$ cat src/rtl/fifo_pkg.sv
// Shared FIFO helpers: depth calculation, pointer difference
// and threshold compares, reused by the FIFO variants.
package fifo_pkg;

    function automatic int unsigned fifo_depth(input int unsigned aw);
        return 32'd1 << aw;
    endfunction

    // Occupancy from wrap-extended pointers, modulo 2**(aw+1).
    function automatic int unsigned ptr_diff(
        input int unsigned wp,
        input int unsigned rp,
        input int unsigned aw
    );
        return (wp - rp) & ((32'd1 << (aw + 1)) - 32'd1);
    endfunction

    function automatic logic at_least(
        input int unsigned cnt,
        input int unsigned th
    );
        return cnt >= th;
    endfunction

    function automatic logic at_most(
        input int unsigned cnt,
        input int unsigned th
    );
        return cnt <= th;
    endfunction

endpackage

$ cat src/rtl/sync_fifo_ram.sv
// FIFO storage: one synchronous write port, asynchronous read port.
// Contents are intentionally not reset.
module sync_fifo_ram #(
    parameter int DATA_WIDTH = 8,
    parameter int ADDR_WIDTH = 4
) (
    input  logic                  i_clk,
    input  logic                  i_we,
    input  logic [ADDR_WIDTH-1:0] i_waddr,
    input  logic [DATA_WIDTH-1:0] i_wdata,
    input  logic [ADDR_WIDTH-1:0] i_raddr,
    output logic [DATA_WIDTH-1:0] o_rdata
);

    logic [DATA_WIDTH-1:0] r_mem [2**ADDR_WIDTH];

    // Write port: store the word on an accepted write.
    always_ff @(posedge i_clk) begin
        if (i_we) begin
            r_mem[i_waddr] <= i_wdata;
        end
    end

    assign o_rdata = r_mem[i_raddr];

endmodule

$ cat src/rtl/sync_fifo_flags.sv
// Synchronous FIFO with occupancy, threshold and sticky error flags,
// selectable standard or first-word-fall-through read.
module sync_fifo_flags
    import fifo_pkg::*;
#(
    parameter int DATA_WIDTH = 8,
    parameter int ADDR_WIDTH = 4,
    parameter int FWFT       = 0,
    parameter int AFULL_TH   = int'(fifo_depth(ADDR_WIDTH)) - 2,
    parameter int AEMPTY_TH  = 2
) (
    input  logic                  clk,
    input  logic                  rst,
    input  logic                  wr_en,
    input  logic [DATA_WIDTH-1:0] wr_data,
    input  logic                  rd_en,
    output logic [DATA_WIDTH-1:0] rd_data,
    output logic                  rd_valid,
    output logic                  full,
    output logic                  empty,
    output logic                  almost_full,
    output logic                  almost_empty,
    output logic [ADDR_WIDTH:0]   fifo_cnt,
    output logic                  overflow,
    output logic                  underflow,
    input  logic                  err_clr
);

    localparam int unsigned DEPTH = fifo_depth(ADDR_WIDTH);
    localparam int          CW    = ADDR_WIDTH + 1;

    logic [CW-1:0]         r_wr_ptr;
    logic [CW-1:0]         r_rd_ptr;
    logic                  r_overflow;
    logic                  r_underflow;
    logic [CW-1:0]         w_cnt;
    logic                  w_full;
    logic                  w_empty;
    logic                  w_wr_acc;
    logic                  w_rd_acc;
    logic [DATA_WIDTH-1:0] w_mem_rdata;

    assign w_cnt    = CW'(ptr_diff(32'(r_wr_ptr), 32'(r_rd_ptr),
                                   ADDR_WIDTH));
    assign w_full   = (w_cnt == CW'(DEPTH));
    assign w_empty  = (w_cnt == '0);
    assign w_wr_acc = wr_en && !w_full;
    assign w_rd_acc = rd_en && !w_empty;

    assign fifo_cnt     = w_cnt;
    assign full         = w_full;
    assign empty        = w_empty;
    assign almost_full  = at_least(32'(w_cnt), AFULL_TH);
    assign almost_empty = at_most(32'(w_cnt), AEMPTY_TH);
    assign overflow     = r_overflow;
    assign underflow    = r_underflow;

    sync_fifo_ram #(
        .DATA_WIDTH(DATA_WIDTH),
        .ADDR_WIDTH(ADDR_WIDTH)
    ) u_ram (
        .i_clk  (clk),
        .i_we   (w_wr_acc),
        .i_waddr(r_wr_ptr[ADDR_WIDTH-1:0]),
        .i_wdata(wr_data),
        .i_raddr(r_rd_ptr[ADDR_WIDTH-1:0]),
        .o_rdata(w_mem_rdata)
    );

    // Pointer advance on accepted writes and reads.
    always_ff @(posedge clk or posedge rst) begin
        if (rst) begin
            r_wr_ptr <= '0;
            r_rd_ptr <= '0;
        end else begin
            if (w_wr_acc) r_wr_ptr <= r_wr_ptr + 1'b1;
            if (w_rd_acc) r_rd_ptr <= r_rd_ptr + 1'b1;
        end
    end

    // Sticky errors: a new error wins over a same-cycle clear.
    always_ff @(posedge clk or posedge rst) begin
        if (rst) begin
            r_overflow  <= 1'b0;
            r_underflow <= 1'b0;
        end else begin
            r_overflow  <= (r_overflow && !err_clr) || (wr_en && w_full);
            r_underflow <= (r_underflow && !err_clr) || (rd_en && w_empty);
        end
    end

    generate
        if (FWFT != 0) begin : g_fwft
            assign rd_data  = w_mem_rdata;
            assign rd_valid = !w_empty;
        end else begin : g_std
            logic [DATA_WIDTH-1:0] r_rd_data;
            logic                  r_rd_valid;

            // Registered read: capture head word on an accepted read.
            always_ff @(posedge clk or posedge rst) begin
                if (rst) begin
                    r_rd_data  <= '0;
                    r_rd_valid <= 1'b0;
                end else begin
                    r_rd_valid <= w_rd_acc;
                    if (w_rd_acc) r_rd_data <= w_mem_rdata;
                end
            end

            assign rd_data  = r_rd_data;
            assign rd_valid = r_rd_valid;
        end
    endgenerate

endmodule

$ cat config.mk
export PLATFORM = sky130hd
export DESIGN_NAME = sync_fifo_flags
export DESIGN_NICKNAME = d
export VERILOG_FILES = /design/src/rtl/fifo_pkg.sv /design/src/rtl/sync_fifo_ram.sv /design/src/rtl/sync_fifo_flags.sv
export SDC_FILE = /design/constraint.sdc
export NUM_CORES = 1
export LEC_CHECK = 0
export ABC_CLOCK_PERIOD_IN_PS = 5400
export CAP_MARGIN = 10
export CORE_MARGIN = 5
export CORE_UTILIZATION = 41
export CTS_CLUSTER_SIZE = 16
export DETAILED_ROUTE_END_ITERATION = 8
export PLACE_DENSITY = 0.67
export SLEW_MARGIN = 20
export SYNTH_ARGS = -nofsm -noshare
export SYNTH_HDL_FRONTEND = slang
export SYNTH_HIERARCHICAL = 1
export SYNTH_SLANG_ARGS = --single-unit
$ cat constraint.sdc
create_clock -name clk -period 5.4 [get_ports clk]
set_input_delay 0.81 -clock clk [delete_from_list [all_inputs] [get_ports clk]]
set_output_delay 0.81 -clock clk [all_outputs]
set_load 0.02 [all_outputs]
==> impl_metrics.ini, run 1 <==
[place]
port_buffers = 32
hpwl_um = 7330
place.gp.congestion = 0.728
placed_area_mm2 = 0.00662

[worst_setup_path]
cp.arrival_ns = 3.52
cp-start-kind = flop
worst_setup_path_end_kind = output pin
worstSetupPathType = flop to output pin
required_ns = 4.59
crit_fanout = 11

[floorplanning]
fp-row-count = 44
coreArea_mm2 = 0.0146
io_pins = 33
initial_core_util = 0.420
dieWidth_um = 132
die-area_mm2 = 0.0175
fp.dieH_um = 132

[sta]
fmax_ghz = 0.231
fin_crit_ns = 4.33
hold_viol_final = 0
period_share = 0.801
final.setup.tns_ns = 0
tightest_slew_ns = 0.943
setup_violations = 0
rsz0062_at_grt = false
relSlewSlack = 0.369
skew_ns = 0.00858
final-max-slew-violation-count = 0

[power_and_ir_drop]
power.leakage_nw = 2.52
powerDensity_mw_per_mm2 = 623
power.total_mw = 4.50
ir_drop_v = 0.000440

[yosys]
synth_compound_area_frac = 0.0392
avgSynthCellArea_um2 = 19.6
synthMuxAreaShare = 0.151
yosys_most_used_dff = edfxtp_1
synth_area_mm2 = 0.00612
synthArstFlopShare = 0.141
synth.most_common_cell = edfxtp_1
synth_top_area_frac = 0.628
synth_cells = 312
syn-num-nets = 332
synth_common_cells = 128 x edfxtp_1, 21 x dfrtp_1, 18 x mux4_2
synth_cell_type_count = 42
yosysTopAreaCell = edfxtp_1
ys_top_cells_by_area = edfxtp_1 63%, dfrtp_1 8.6%, mux4_2 6.6%, mux4_1 6.0%, a22oi_1 2.0%
synth_top_family_by_area = multiplexers
synthXorXnorAreaFrac = 0.0182
yosysSeqAreaShare = 0.714
synthAdderAreaFrac = 0.0155
yosys.area_share.simple = 0.0382
yosysWarnings = 6
yosys_register_bits = 149
synth_edf_count = 128

[cells_and_area]
area_delta_synth_final_pct = 18.0
nets = 377
num_antenna_cells = 0
final_layout_size_suffix_gt1_frac = 0.184
fin_area_mm2 = 0.00723

[global_routing]
antenna_found_initial = 0
overflow = 0
grt_pass1_vias = 3217
grt_util_all_layers = 0.140
grt_pass1_wl_um = 18500
grt_max_degree = 36

[clocking]
cts_sinks = 149
tritoncts = built
cts-root-buf = clkbuf_16
h-tree-depth = 4
clockBufferDepth = 2
clk_latency_ns = 0.42
ctsResizeCount = 0
cts_setup_buffers = 0
clk_pin_slew_worst_paths_ns = 0.06
ctsHoldBuffers = 0
cts_made_buffers = 17

[route]
drtIter0Drc = 254
routed_via_density = 5.43
via_count = 3001
post_drt_wl_per_cell_um = 21.2
firstDrtPassIters = 4
wl_um = 11700
ant_nets = 0
post-route-drc-count = 0

[run_status]
status = completed

[min_path]
min_path_type = flop to flop

[run]
drv_cap = 0
-- power breakdown --
group | switching (mW) | total, mW | internal [mW]
registers | 0.112 | 1.55 | 1.44
logic | 0.927 | 1.73 | 0.807
clock network | 0.442 | 1.21 | 0.772
-- placed cells by master (no fill, tap or decap), types with 3 or more instances in the layout --
| cell type | count |
|---|---|
| nor3_1 | 4 |
| nand3b_1 | 3 |
| inv_1 | 10 |
| mux4_1 | 14 |
| and3_1 | 3 |
| o211ai_1 | 5 |
| clkdlybuf4s50_1 | 32 |
| clkinv_4 | 3 |
| bufinv_16 | 4 |
| xnor2_1 | 8 |
| clkbuf_16 | 17 |
| edfxtp_1 | 128 |
| mux4_2 | 18 |
| dfrtp_1 | 20 |
| nor2_1 | 16 |
| clkinv_1 | 3 |
| a22oi_1 | 16 |
| mux2_4 | 8 |
| nand2_1 | 12 |
| buf_4 | 6 |
| ha_1 | 6 |
-- area by class of cell --
| type | count | area, um^2 |
|---|---|---|
| Tap cell | 184 | 230 |
| Timing Repair Buffer | 38 | 365 |
| Inverter | 11 | 42.5 |
| Clock buffer | 19 | 433 |
| Clock inverter | 12 | 178 |
| Fill cell | 1162 | 7360 |
| Sequential cell | 149 | 4370 |
| Multi-Input combinational cell | 140 | 1610 |
-- state kept, by name, indices dropped and copies added (netlist names) --
name         count
u_ram/r_mem    128
rd_data          8
r_rd_ptr         5
r_wr_ptr         5
overflow         1
rd_valid         1
underflow        1
-- per-layer routing --
metal,track usage,share of wire
met1,0.181,0.42
met2,0.222,0.49
met3,0.0469,0.077
met4,0.0498,0.014
met5,0,0
-- cells by family after synthesis --
logic type,after synthesis
xor gates and xnor gates,11
muxes,43
AOI/OAI and AO/OA,31
DFF,149
buffers and inverters,23
and+or+nand+nor,48
adders and majority gates,7
-- critical path: stages, from the launching register on --
cell             delay, ns
dfrtp_1               0.49
inv_1                 0.11
ha_1                  0.16
inv_1                 0.05
fa_1                  0.40
xor2_1                0.33
nor4b_1               0.09
mux2i_1               0.71
nor2_1                0.16
clkdlybuf4s50_1       0.60
-- path summary, 6_finish.rpt --
kind | startpoint | cells after the start | slack, ns | to
worst min-delay path | underflow | 1 | 0.51 | underflow
worst max-delay path | r_wr_ptr[0] | 9 | 1.07 | full
min in group asynchronous | rst | 2 | 0.91 | rd_data[4]
max in group asynchronous | rst | 2 | 3.85 | r_rd_ptr[0]
worst max register to register | r_wr_ptr[0] | 11 | 1.25 | u_ram/r_mem[1][5]
worst min register to register | underflow | 1 | 0.51 | underflow
-- metrics by stage --
stage	setup slack, ns	instances	util	hold WS, ns
2_1_floorplan	1.58	312	-	0.500
3_3_place_gp	1.44	522	0.453	0.494
3_5_place_dp	1.26	522	0.453	0.496
4_1_cts	1.08	553	0.495	0.512
5_1_grt	0.715	553	0.495	0.529
6_report	1.07	553	0.495	0.505
(Power assumes the default switching activity.)
==> run 2: changes to the inputs <==
--- a/config.mk
+++ b/config.mk
@@ -5,13 +5,13 @@
 export SDC_FILE = /design/constraint.sdc
 export NUM_CORES = 1
 export LEC_CHECK = 0
-export ABC_CLOCK_PERIOD_IN_PS = 5400
+export ABC_CLOCK_PERIOD_IN_PS = 3500
 export CAP_MARGIN = 10
 export CORE_MARGIN = 5
 export CORE_UTILIZATION = 41
 export CTS_CLUSTER_SIZE = 16
 export DETAILED_ROUTE_END_ITERATION = 8
-export PLACE_DENSITY = 0.67
+export PLACE_DENSITY = 0.69
 export SLEW_MARGIN = 20
 export SYNTH_ARGS = -nofsm -noshare
 export SYNTH_HDL_FRONTEND = slang
==> constraint.sdc (replaced) <==
create_clock -name clk -period 3.5 [get_ports clk]
set_input_delay 0.525 -clock clk [delete_from_list [all_inputs] [get_ports clk]]
set_output_delay 0.525 -clock clk [all_outputs]
set_load 0.02 [all_outputs]
==> run 2 against run 1 <==
Count of clock-buffer cells in the layout did not move. Sequential cell count unchanged. Via count grew 1.2%. Sequential share of layout area rose by 0.31 points. Sequential power increased by 53%. Critical endpoint is now u_ram/r_mem[0][7]. Die area unchanged. Combinational power is 60% higher.
==> impl_metrics.ini, run 2 (synthesized netlist as in run 1, its figures left out) <==
[worst_setup_path]
cp.arrival_ns = 3.48
worstRegToRegCells = 13
timing.rr.start = r_wr_ptr[0]
crit_fanout = 11
worst-r2r-setup-slack_ns = 0.14
cp-start-kind = flop
worstSetupPathType = flop to flop
reg2reg_to = u_ram/r_mem[0][7]
worst_setup_path_end_kind = flop
required_ns = 3.63

[sta]
tightest_slew_ns = 0.819
skew_ns = 0.00777
final-max-slew-violation-count = 0
relSlewSlack = 0.452
fin_crit_ns = 3.36
rsz0062_at_grt = true
final.setup.tns_ns = 0
period_share = 0.959
fin_hold_ws_ns = 0.503
fmax_ghz = 0.298
hold_viol_final = 0
setup_violations = 0

[place]
port_buffers = 32
place_inst = 528
hpwl_um = 7460
place.gp.congestion = 0.841

[global_routing]
grt_pass1_wl_um = 18200
grtUsageMet2 = 0.213
grt_max_degree = 36
grt-busiest-layer = met2
use_met1 = 0.185
grt_pass1_vias = 3148
grt_util_all_layers = 0.141
overflow = 0
antenna_found_initial = 0
met3_usage = 0.0473

[floorplanning]
fp-row-count = 44
io_pins = 33
fp.dieH_um = 132
die-area_mm2 = 0.0175
coreArea_mm2 = 0.0146
dieWidth_um = 132
initial_core_util = 0.420

[clocking]
cts_sinks = 149
clk_latency_ns = 0.42
clockBufferDepth = 2
cts-root-buf = clkbuf_16
h-tree-depth = 4
cts_setup_buffers = 0
cts_made_buffers = 17
clk_pin_slew_worst_paths_ns = 0.06
tritoncts = built
ctsHoldBuffers = 0

[cells_and_area]
nets = 383
largest_reg_flops = 128
fillers = 1165
layout_commonest_cell = edfxtp_1
finish.utilization = 0.493
multi_input_area_mm2 = 0.00162
regMostFlops = u_ram/r_mem
final_layout_size_suffix_gt1_frac = 0.221
area_delta_synth_final_pct = 17.4
layout.cells.non_filler = 560
regArea_mm2 = 0.00437
layout_common_cells = 128 x edfxtp_1, 27 x clkdlybuf4s50_1, 20 x dfrtp_1
num_antenna_cells = 0

[min_path]
hold_depth = 1
min_path_type = flop to flop
holdCritStartpoint = rd_data[1]
worstHoldEndpoint = rd_data[1]

[power_and_ir_drop]
power.leakage_nw = 2.54
ir_drop_v = 0.000840
internal_power_mw = 4.42
swShare = 0.343
seq_power_share = 0.351
power_switching_mw = 2.31
clkPwrFrac = 0.238
powerDensity_mw_per_mm2 = 936
power_frac_comb = 0.411

[route]
firstDrtPassIters = 4
via_count = 3037
wl_um = 11800
routed_via_density = 5.42
post-route-drc-count = 0
drtIter0Drc = 270
ant_nets = 0
post_drt_wl_per_cell_um = 21.1

[run]
drv_cap = 0

[run_status]
status = completed
==> run 2: critical path: stages, from the launching register on <==
cell and delay [ns]:
dfrtp_1 0.37, inv_1 0.06, ha_1 0.16, inv_1 0.05, fa_1 0.40, xor2_1 0.34, nor4b_1 0.10, mux2i_1 0.15
buf_4 0.20, o21ai_2 0.11, inv_1 0.13, or3b_2 0.52, nor3_2 0.25, buf_4 0.22
==> run 2: repair_timing <==
item                                    CTS  global route
hold endpoints to repair                  0             0
gates resized for setup                   7             8
endpoints found under the setup margin    4            26
==> run 2: how the worst max path moves through the flow <==
stage | from | endpoint | slack, ns | depth (start not counted)
final | r_wr_ptr[0] | u_ram/r_mem[0][7] | 0.14 | 13
after global routing | r_wr_ptr[0] | u_ram/r_mem[0][7] | -0.04 | 13
after CTS | r_wr_ptr[0] | fifo_cnt[4] | 0.02 | 9
after detailed placement | r_wr_ptr[0] | almost_empty | 0.12 | 10
after global placement | r_wr_ptr[0] | almost_empty | 0.18 | 10
after floorplan | r_wr_ptr[0] | u_ram/r_mem[1][0] | -0.06 | 12
==> run 2: cell type report <==
| class | count | area share |
|---|---|---|
| Tap cell | 184 | 0.0320 |
| Timing Repair Buffer | 44 | 0.0557 |
| Inverter | 11 | 0.00609 |
| Sequential cell | 149 | 0.608 |
| Multi-Input combinational cell | 140 | 0.225 |
| Clock buffer | 19 | 0.0602 |
| Clock inverter | 13 | 0.0127 |
==> run 2: routing by layer <==
layer | vias to the layer above | share of wire | routed length, um
met5 | - | 0 | 0
met4 | 0 | 0.024 | 285
met3 | 19 | 0.069 | 811
met2 | 95 | 0.48 | 5640
met1 | 1552 | 0.43 | 5050
li1 | 1371 | - | -
==> run 2: through the flow <==
| stage | power, mW | worst slack (ns) | area, um^2 |
|---|---|---|---|
| 2_1_floorplan | 4.28 | -0.0574 | 6130 |
| 3_3_place_gp | 5.15 | 0.179 | 6670 |
| 3_5_place_dp | 5.20 | 0.116 | 6670 |
| 4_1_cts | 6.78 | 0.0207 | 7180 |
| 5_1_grt | 7.09 | -0.0366 | 7190 |
| 6_report | 6.73 | 0.145 | 7190 |
==> run 2: power by group through the flow <==
stage	registers [mW]	clock network, mW	logic, mW
detailed placement	2.40	0	2.81
finish	2.37	1.60	2.76
global placement	2.39	0	2.76
floorplan	2.47	0	1.81
global route	2.39	1.71	2.98
CTS	2.37	1.64	2.78
==> run 3: changes to the inputs <==
--- a/config.mk
+++ b/config.mk
@@ -15,5 +15,4 @@
 export SLEW_MARGIN = 20
 export SYNTH_ARGS = -nofsm -noshare
 export SYNTH_HDL_FRONTEND = slang
-export SYNTH_HIERARCHICAL = 1
 export SYNTH_SLANG_ARGS = --single-unit
==> run 3 against run 2 <==
Via count is 3.1% higher. Critical endpoint is now almost_full. Non-clock buffer count up 2. Die area rose by 1.1%. Wire length increased by 4.6%. Sequential cell count is the same. Critical path type is now flop to output pin. Critical path depth shrank 3. Sequential share of layout area down 1.5 points. Clock skew up 0.0024 ns. Utilization down 0.23 points. Synthesized cell count increased by 7.4%. Register-to-register slack better by 0.02 ns.
==> impl_metrics.ini, run 3 <==
[yosys]
syn-num-nets = 358
synth_area_mm2 = 0.00620
synth_cell_type_count = 46
synth_top_area_frac = 0.620
yosysSeqAreaShare = 0.705
yosys_most_used_dff = edfxtp_1
synth_cells = 335
synth.most_common_cell = edfxtp_1
yosys_register_bits = 149
ys_top_cells_by_area = edfxtp_1 62%, mux4_2 12%, dfrtp_1 8.5%, nand2_1 2.1%, and3_1 2.0%
synthArstFlopShare = 0.141
yosysWarnings = 0
yosysTopAreaCell = edfxtp_1
avgSynthCellArea_um2 = 18.5
synth_edf_count = 128
synth_common_cells = 128 x edfxtp_1, 35 x nand2_1, 32 x mux4_2

[route]
firstDrtPassIters = 4
ant_nets = 0
post-route-drc-count = 0
post_drt_wl_per_cell_um = 21.0
wl_um = 12300
via_count = 3132
routed_via_density = 5.33
drtIter0Drc = 227

[floorplanning]
fp.dieH_um = 133
die-area_mm2 = 0.0177
coreArea_mm2 = 0.0150
io_pins = 33
initial_core_util = 0.412
fp-row-count = 45
dieWidth_um = 133

[clocking]
tritoncts = built
cts_sinks = 149
clockBufferDepth = 2
cts_made_buffers = 17
clk_pin_slew_worst_paths_ns = 0.06
h-tree-depth = 4
clk_latency_ns = 0.42
cts-root-buf = clkbuf_16
ctsHoldBuffers = 0

[global_routing]
grt_max_degree = 36
antenna_found_initial = 0
grt_util_all_layers = 0.148
overflow = 0
grt_pass1_wl_um = 19200
grt_pass1_vias = 3356

[worst_setup_path]
worstSetupPathDepth = 10
critPathBufInv = 4
critPathTopFamily = buffers and inverters
crit_chain = inv_1 -> ha_1 -> inv_1 -> fa_2 -> a21o_1 -> a21oi_2 -> xor3_2 -> buf_4 -> a31o_2 -> clkdlybuf4s15_1
cp.arrival_ns = 2.85
required_ns = 2.97
worstRegToRegCells = 11
crit_fanout = 4
worst_setup_path_end_kind = output pin
max_stage_delay_ns = 0.41
worstSetupPathType = flop to output pin
cp-start-kind = flop
worst_path_max_delay_cell = dfrtp_1
crit_top_cell = inv_1

[sta]
fmax_ghz = 0.296
hold_viol_final = 0
rsz0062_at_grt = true
setup_violations = 0
final-max-slew-violation-count = 0
period_share = 0.964
skew_ns = 0.0101
setup_ws_ns = 0.126
relSlewSlack = 0.370
final.setup.tns_ns = 0
fin_crit_ns = 3.37
tightest_slew_ns = 0.943

[cells_and_area]
layout_commonest_cell = edfxtp_1
regMostFlops = u_ram.r_mem
layout_common_cells = 128 x edfxtp_1, 35 x nand2_1, 32 x mux4_2
fin_area_mm2 = 0.00737
num_antenna_cells = 0
largest_reg_flops = 128
area_delta_synth_final_pct = 19.0
nets = 410
layout.cells.non_filler = 588
final_layout_size_suffix_gt1_frac = 0.285

[place]
place.gp.congestion = 0.752
placed_area_mm2 = 0.00677
hpwl_um = 7990
place_ws_ns = 0.0585
place_inst = 555
port_buffers = 32

[power_and_ir_drop]
ir_drop_v = 0.000595
power.leakage_nw = 2.63
power.total_mw = 7.11
powerDensity_mw_per_mm2 = 964

[min_path]
hold_depth = 1
min_path_type = flop to flop

[run_status]
status = completed

[run]
drv_cap = 0
run 3: through the flow:
| step | hold slack [ns] | utilization |
|---|---|---|
| floorplan | 0.473 | - |
| global placement | 0.491 | 0.451 |
| detailed placement | 0.498 | 0.451 |
| CTS | 0.512 | 0.489 |
| global route | 0.534 | 0.490 |
| finish | 0.506 | 0.490 |
run 3: timing repair:
action,in CTS,in global routing
endpoints found under the setup margin,5,101
setup buffers,0,1
gates resized for setup,11,15
pin swaps,0,1
run 3: where the power goes:
group          internal, mW  total [mW]  leakage [nW]  switching, mW
Sequential             2.23        2.36          1.41          0.133
Clock                  1.11        1.81         0.285          0.694
Combinational          1.40        2.94         0.940           1.54
run 3: kinds of logic (layout without fill, tap and decap cells):
logic type               after synthesis  in the layout  share of synthesized area
buffers and inverters                 24             89                     0.0206
multiplexers                          42             42                      0.139
AND/OR/NAND/NOR                       80             80                     0.0674
flip-flops                           149            149                      0.705
XOR/XNOR                              11             11                     0.0194
AO/OA/AOI/OAI                         19             19                     0.0271
adder cells (fa/ha/maj)               10             10                     0.0214
run 3: worst paths after layout:
check,start,to,slack [ns]
max,r_wr_ptr[0],almost_full,0.13
min reg2reg,rd_data[6],rd_data[6],0.51
max in group asynchronous,rst,r_rd_ptr[0],2.23
min in group asynchronous,rst,rd_data[3],0.63
min,rd_data[6],rd_data[6],0.51
max reg2reg,r_wr_ptr[0],u_ram.r_mem[10][4],0.16
run 3: area by class of cell:
class | count | area, um^2
fillers | 1207 | 7660
flip-flops and latches | 149 | 4370
multi-input cells | 162 | 1730
clock buffers | 18 | 429
repair buffers | 46 | 413
well taps | 188 | 235
clock inverters | 14 | 159
inverters | 11 | 41.3
run 3: layer usage:
metal,track usage,up-vias,wire length [um]
met5,0,-,0
met4,0.0450,0,129
met3,0.0460,12,934
met2,0.243,108,6260
met1,0.190,1595,5010
li1,-,1417,-
==> variant, RTL diff (flow settings as in run 2) <==
Change the parameter `FWFT` from 0 to 1.
--- a/src/rtl/sync_fifo_flags.sv
+++ b/src/rtl/sync_fifo_flags.sv
@@ -5,7 +5,7 @@
 #(
     parameter int DATA_WIDTH = 8,
     parameter int ADDR_WIDTH = 4,
-    parameter int FWFT       = 0,
+    parameter int FWFT       = 1,
     parameter int AFULL_TH   = int'(fifo_depth(ADDR_WIDTH)) - 2,
     parameter int AEMPTY_TH  = 2
 ) (
Check against the original RTL: not equivalent (a bounded check fails within 4 cycles, from zero or initial values and one cycle with rst high).
==> variant against run 2 <==
  * Sequential power decreased by 8.9%
  * Setup slack gained 0.050 ns
  * Area after synthesis decreased by 4.9%
  * Via count is 1.4% lower
  * Combinational power grew 11%
  * Sequential cell count fell by 9
  * Die area shrank 4.5%
  * Wire length fell by 0.41%
  * Design area is 0.47% lower
  * Clock power grew 26%
  * Total power is 7.8% higher
  * Critical path depth decreased by 5
  * First-iteration DRC count is 12% lower
  * Largest cell class unchanged
==> variant: results (changes against run 2) <==
Place
  – Cell Area, Placed: 0.00648 sq mm (-2.8%)
  – GP Congestion: 0.781 (-7.2%)
  – IO Port Bufs: 32 (unchanged)

Pwr
  – Power Density: 1010 mW/mm^2 (+8.3%)
  – Clock power frac: 0.279 (+0.041)
  – Seq pwr share: 0.298 (-0.053)
  – Switching power: 0.00255 W (+10%)

Worst setup path
  – CP peak stage delay: 0.70 ns (+0.18 ns)
  – CP arrival: 2.78 ns (-0.70 ns)
  – CP max-delay cell: clkdlybuf4s50_1
  – R2R cell count: 11 (-2)
  – Family with the most delay on the worst path: buffers and inverters
  – CP max FO: 7 (-4)
  – Reg2Reg Capture Point: u_ram/r_mem[0][1]
  – Reg-to-reg slack, setup: 0.39 ns (+0.25 ns)

Detailed routing
  – Drt total wl: 11.7 mm (-0.41%)
  – WL per Instance: 21.3 um (+1.2%)
  – Iteration-0 DRC Markers: 237 (-12%)
  – Via count: 2994 (-1.4%)
  – DR WL met2: 5.81 mm (+3.0%)
  – Post-Route M1 WL: 4.90 mm (-3.1%)

Synthesis
  – Commonest cells in the synthesized netlist: 128 x edfxtp_1, 18 x mux4_2, 16 x a22oi_1
  – Largest cells by area after synthesis: edfxtp_1 66%, mux4_2 7.0%, mux4_1 6.3%
  – Mapped Avg Cell Area: 19.9 sq um (+1.3%)
  – Fraction of registers with async set/reset: 0.0857 (-0.0552)
  – Syn nets: 313 (-5.7%)
  – Netlist cell types: 44 (+4.8%)

STA
  – Relative slew slack: 0.425 (-0.0276)
  – Hold_ws: 0.419 ns (-0.0840 ns)

Layout
  – Non-clock buffers: 57 (+30%)
  – Layout cell share with drive strength beyond 1: 0.243 (+0.0218)
  – Comb_multi_in: 131 (-6.4%)
  – Multi-input gate area: 0.00155 sq mm (-4.5%)
  – FFs & Latches: 140 (-6.0%)
  – Clock Buffer Count: 18 (-1)
  – Reg area: 0.00415 sq mm (-5.2%)
  – Clock-cell share of area: 0.0939 (+0.0210)
  – NonClk Buf Share: 0.0729 (+0.0172)

Global routing
  – Vias in the first global route: 3175 (+0.86%)
  – Met2 GRT Util: 0.239 (+0.0265)

Floorplan
  – Row count: 43 (-2.3%)

Status
  – Run status: complete, no violations

Clock network
  – PostCTS Resize Cnt: 3 (-4)
[variant: cell count changes after synthesis, moves of 3 or more]
cell and delta:
dfrtp_1 -9, a31oi_1 +3, o211ai_1 -5, mux2_4 -8
[variant: per-stage QoR]
stage	worst slack, ns	utilization
after floorplan	0.0782	-
after global placement	0.395	0.467
after detailed placement	0.286	0.467
after CTS	0.00141	0.515
after global routing	0.0401	0.516
final	0.195	0.516
[variant: how the worst max path moves through the flow]
stage               cells after the start  slack, ns                end
global route                            9       0.04           rd_valid
finish                                  8       0.19        fifo_cnt[4]
detailed placement                      9       0.29       almost_empty
CTS                                     9      0.001               full
global placement                        9       0.39       almost_empty
floorplan                               9       0.08  u_ram/r_mem[1][0]
[variant: kinds of logic (layout without fill, tap and decap cells)]
kind of cell,after synthesis,count (layout),synth area share
xor gates and xnor gates,12,12,0.0206
adders and majority gates,7,7,0.0163
and+or+nand+nor,47,47,0.0408
buffers and inverters,22,100,0.0243
muxes,34,34,0.137
DFF,140,140,0.712
AOI/OAI and AO/OA,31,31,0.0496
